**src/rtl/bcd_digit_converter_pkg.sv**
```systemverilog
// bcd_digit_converter_pkg: shared display constants, converter states and BCD sizing helper
package bcd_digit_converter_pkg;
  localparam int LANE_W = 5;
  localparam logic [LANE_W-1:0] ERR_CODE_DEFAULT = 5'h1F;
  typedef enum logic [1:0] {IDLE, SHIFT, FINISH} state_t;
  function automatic int int_digits(input int w);
    return (w * 301) / 1000 + 1;
  endfunction
endpackage

```
**src/rtl/bcd_add3_nibble.sv**
```systemverilog
// bcd_add3_nibble: double-dabble digit correction, adds 3 to a nibble of 5 or more
module bcd_add3_nibble (
  input  logic [3:0] d,
  output logic [3:0] q
);
  // pre-shift correction so the following left shift carries into the next decade
  always_comb q = d >= 4'd5 ? d + 4'd3 : d;
endmodule

```
**src/rtl/bcd_digit_converter.sv**
```systemverilog
// bcd_digit_converter: sequential shift-and-add-3 binary to BCD converter feeding 5-bit digit lanes
module bcd_digit_converter
  import bcd_digit_converter_pkg::*;
#(
  parameter int                DATA_W     = 16,
  parameter int                NUM_DIGITS = 4,
  parameter logic [LANE_W-1:0] ERR_CODE   = ERR_CODE_DEFAULT
) (
  input  logic                         clk,
  input  logic                         rst,
  input  logic                         in_valid,
  output logic                         in_ready,
  input  logic [DATA_W-1:0]            in_data,
  output logic [NUM_DIGITS*LANE_W-1:0] digits_o,
  output logic                         overflow,
  output logic                         done
);
  localparam int INT_DIGITS = int_digits(DATA_W);
  localparam int BCD_W      = INT_DIGITS * 4;
  localparam int WORK_W     = BCD_W + DATA_W;
  localparam int CNT_W      = $clog2(DATA_W + 1);
  state_t                       state, state_nxt;
  logic [WORK_W-1:0]            work, corr;
  logic [CNT_W-1:0]             count;
  logic                         last_shift, hi_nz;
  logic [NUM_DIGITS*LANE_W-1:0] lanes;
  for (genvar i = 0; i < INT_DIGITS; i++) begin : g_corr
    bcd_add3_nibble u_add3 (
      .d(work[DATA_W+4*i +: 4]),
      .q(corr[DATA_W+4*i +: 4])
    );
  end
  assign corr[DATA_W-1:0] = work[DATA_W-1:0];
  assign last_shift = count == CNT_W'(DATA_W - 1);
  if (INT_DIGITS > NUM_DIGITS) begin : g_ovf
    assign hi_nz = |work[WORK_W-1:DATA_W+NUM_DIGITS*4];
  end else begin : g_no_ovf
    assign hi_nz = 1'b0;
  end
  for (genvar i = 0; i < NUM_DIGITS; i++) begin : g_lane
    if (i < INT_DIGITS) begin : g_dig
      assign lanes[LANE_W*i +: LANE_W] = {1'b0, work[DATA_W+4*i +: 4]};
    end else begin : g_pad
      assign lanes[LANE_W*i +: LANE_W] = '0;
    end
  end
  // state register
  always_ff @(posedge clk)
    if (rst) state <= IDLE;
    else state <= state_nxt;
  // next state: accept in IDLE, DATA_W shift cycles, one cycle to latch outputs
  always_comb begin
    state_nxt = state;
    case (state)
      IDLE:    if (in_valid) state_nxt = SHIFT;
      SHIFT:   if (last_shift) state_nxt = FINISH;
      default: state_nxt = IDLE;
    endcase
  end
  // handshake output
  always_comb in_ready = state == IDLE;
  // datapath: load, correct-and-shift, then latch lanes; lanes hold between conversions
  always_ff @(posedge clk) begin
    if (rst) begin
      work     <= '0;
      count    <= '0;
      digits_o <= '0;
      overflow <= 1'b0;
      done     <= 1'b0;
    end else begin
      done <= state == FINISH;
      if (state == IDLE && in_valid) begin
        work  <= {{BCD_W{1'b0}}, in_data};
        count <= '0;
      end else if (state == SHIFT) begin
        work  <= corr << 1;
        count <= count + CNT_W'(1);
      end
      if (state == FINISH) begin
        overflow <= hi_nz;
        digits_o <= hi_nz ? {NUM_DIGITS{ERR_CODE}} : lanes;
      end
    end
  end
endmodule
```
**config.mk**
```make
export PLATFORM = sky130hd
export DESIGN_NAME = bcd_digit_converter
export DESIGN_NICKNAME = d
export VERILOG_FILES = /design/src/rtl/bcd_digit_converter_pkg.sv /design/src/rtl/bcd_add3_nibble.sv /design/src/rtl/bcd_digit_converter.sv
export SDC_FILE = /design/constraint.sdc
export NUM_CORES = 1
export LEC_CHECK = 0
export ABC_AREA = 0
export CORE_ASPECT_RATIO = 0.9
export CORE_UTILIZATION = 40
export CTS_CLUSTER_SIZE = 25
export DETAILED_ROUTE_END_ITERATION = 6
export GPL_TIMING_DRIVEN = 0
export PLACE_DENSITY = 0.6
export SYNTH_ARGS = -nofsm -noshare
export SYNTH_HDL_FRONTEND = slang
export SYNTH_SLANG_ARGS = --single-unit
export TNS_END_PERCENT = 10
```
**constraint.sdc**
```tcl
create_clock -name clk -period 2.2 [get_ports clk]
set_input_delay 0.44 -clock clk [delete_from_list [all_inputs] [get_ports clk]]
set_output_delay 0.44 -clock clk [all_outputs]
set_load 0.03 [all_outputs]
```
==> metrics.yaml <==
status: "completed"
synth-async-reset-ratio: 0
rr_startpoint: "work[28]"
yosysTopAreaCellShare: 0.404
crit_fanout: 6
drt_iter0_drc: 121
grt_overflow: 0
drc: 0
cp.arrival_ns: 1.55
synth_edf_count: 0
grt_pass1_wl_mm: 12.4
grt_max_degree: 12
startpoint_type: "flip-flop"
yosys_warnings: 0
critical_path_class: "flip-flop to output port"
tns_ns: 0
p_leak_uw: 0.00140
hold_violations: 0
cts_tree: "built"
reg2reg_depth: 6
fmax_mhz: 501
avgSynthCellArea_sq_um: 8.16
gp_congestion: 0.837
worst_pin_slew_ns: 0.603
postRouteAntennaNets: 0
insertion_delay_ns: 0.34
die_area_sq_um: 7900
hpwl_mm: 5.09
post-synth-top-count-cell: "dfxtp_1"
die_w_um: 93.6
synth_seq_cells: 61
wl_per_cell_um: 14.0
whs_path_depth: 2
cts_resized: 0
layout-drive-gt1-share: 0.129
fin_crit_ns: 1.99
initial_core_util: 0.420
hold_buffers: 0
power_density_nw_per_um2: 618
cts.sink_count: 61
fin_skew_ns: 0.00808
synth_ff_type: "dfxtp_1"
synth_area_sq_um: 3020
fin_total_pwr_uw: 2290
cts_root_buf: "clkbuf_8"
yosys-top-cells-count: "dfxtp_1, a21oi_1, nor2_1"
placed_cells: 503
num_vias: 2747
ff2ff_setup_slack_ns: 0.64
grt.total_usage: 0.203
hold_path_class: "flip-flop to flip-flop"
ys_types: 37
dr.pass1.iters: 4
finalCritPeriodShare: 0.907
max_slew_margin: 0.598
viasPerCell: 5.29
path_clk_slew_ns: 0.07
maxSlewViolCount: 0
synth_cells: 370
core_region_area_sq_um: 7180
yosysTopAreaCell: "dfxtp_1"
cts_buffers: 9
end_kind: "output port"
rows: 29
synth-seq-area-share: 0.404
port_buffers: 40
htreeDepth: 3
antenna_found_initial: 0
drv_cap: 0
antenna-diode-count: 0
grt_setup_unrepaired: "no"
first_global_vias: 2507
num_io_pins: 42
cp-startpoint: "state[0]"
finalNonFillerCells: 519
synth_nets: 402
die_y_um: 84.4
setup_viol: 0
peakVddDrop_mv: 0.311
worst-endpoint-required_ns: 1.76
clk_path_buf_depth: 2
areaGrowthSynthToFinish_pct: 22.6
worstHoldStart: "work[15]"
postCtsSetupBuffers: 0
hold_ws_ns: 0.476
netlist_top_cells_area: "dfxtp_1, a21oi_1, ha_1"
fin_nets: 453
drt_wl_total_mm: 7.26
[per-layer routing]
metal | part of all wire | track usage | up-vias
met5 | 0 | 0 | -
met4 | 0.0055 | 0.0573 | 0
met3 | 0.041 | 0.0616 | 4
met2 | 0.42 | 0.295 | 57
met1 | 0.54 | 0.290 | 1278
li1 | - | - | 1408
[layout make-up]
type	count	area, sq um
fill	721	3480
multi-input combinational	254	1540
sequential	61	1220
timing repair buffer	40	400
buffer	31	169
clock buffer	9	124
tap	93	116
inverter	24	90.1
clock inverter	7	42.5
[cell families (layout without fill, tap and decap cells)]
family          Yosys count  after routing  share of synthesized area
compound gates          124            124                      0.272
fa+ha+maj                13             13                     0.0539
buf+inv                  55            111                     0.0857
flops                    61             61                      0.404
mux                       5              5                     0.0166
xor+xnor                  3              3                    0.00870
simple gates            109            109                      0.159
[stage by stage]
step | cell area, sq um | setup WS (ns) | utilization
after floorplan | 3020 | 0.743 | -
after global placement | 3540 | 0.215 | 0.492
after detailed placement | 3540 | 0.207 | 0.492
after CTS | 3700 | 0.177 | 0.516
after global routing | 3700 | 0.133 | 0.516
final | 3700 | 0.206 | 0.516
[final timing paths]
path / end
setup reg to reg: work[32]
hold / removal: work[16]
hold reg to reg: work[16]
setup / recovery: in_ready
[state kept, by name, indices dropped and copies added (netlist names)]
register and cells:
done 1, count 5, work 36, state 2
digits_o 17
[power breakdown]
| part | leakage (uW) | switching [uW] | internal [uW] |
|---|---|---|---|
| combinational | 0.000821 | 153 | 108 |
| sequential | 0.000497 | 27.4 | 1140 |
| clock | 0.0000808 | 462 | 399 |
[cells in the final DEF, fill, tap and decap left out, types with 2 or more instances in the layout]
master,Yosys,final
nand2_1,40,40
xor2_1,2,2
a21oi_1,44,44
a22o_1,5,5
a41oi_1,5,5
a2111oi_0,4,4
clkinv_2,0,4
buf_2,18,18
o21ai_1,4,4
dfxtp_1,61,61
clkinvlp_4,0,3
a2111oi_2,6,6
nand2b_1,7,7
nor3b_1,4,4
buf_4,6,6
clkbuf_8,0,9
ha_1,13,13
mux2i_1,5,5
inv_1,23,23
nor2_1,41,41
nand2_2,2,2
o21ai_0,12,12
a31oi_1,21,21
nand3_1,5,5
a211oi_1,9,9
o22ai_1,8,8
nor2b_1,5,5
clkdlybuf4s50_1,0,40
o221a_2,4,4
clkbuf_1,5,5
[critical path, cell delays in order, from the launching register on]
cell             delay [ns]
dfxtp_1                0.36
nor2_1                 0.17
clkdlybuf4s50_1        0.69
No activity file was read; power rests on OpenSTA's default activity.
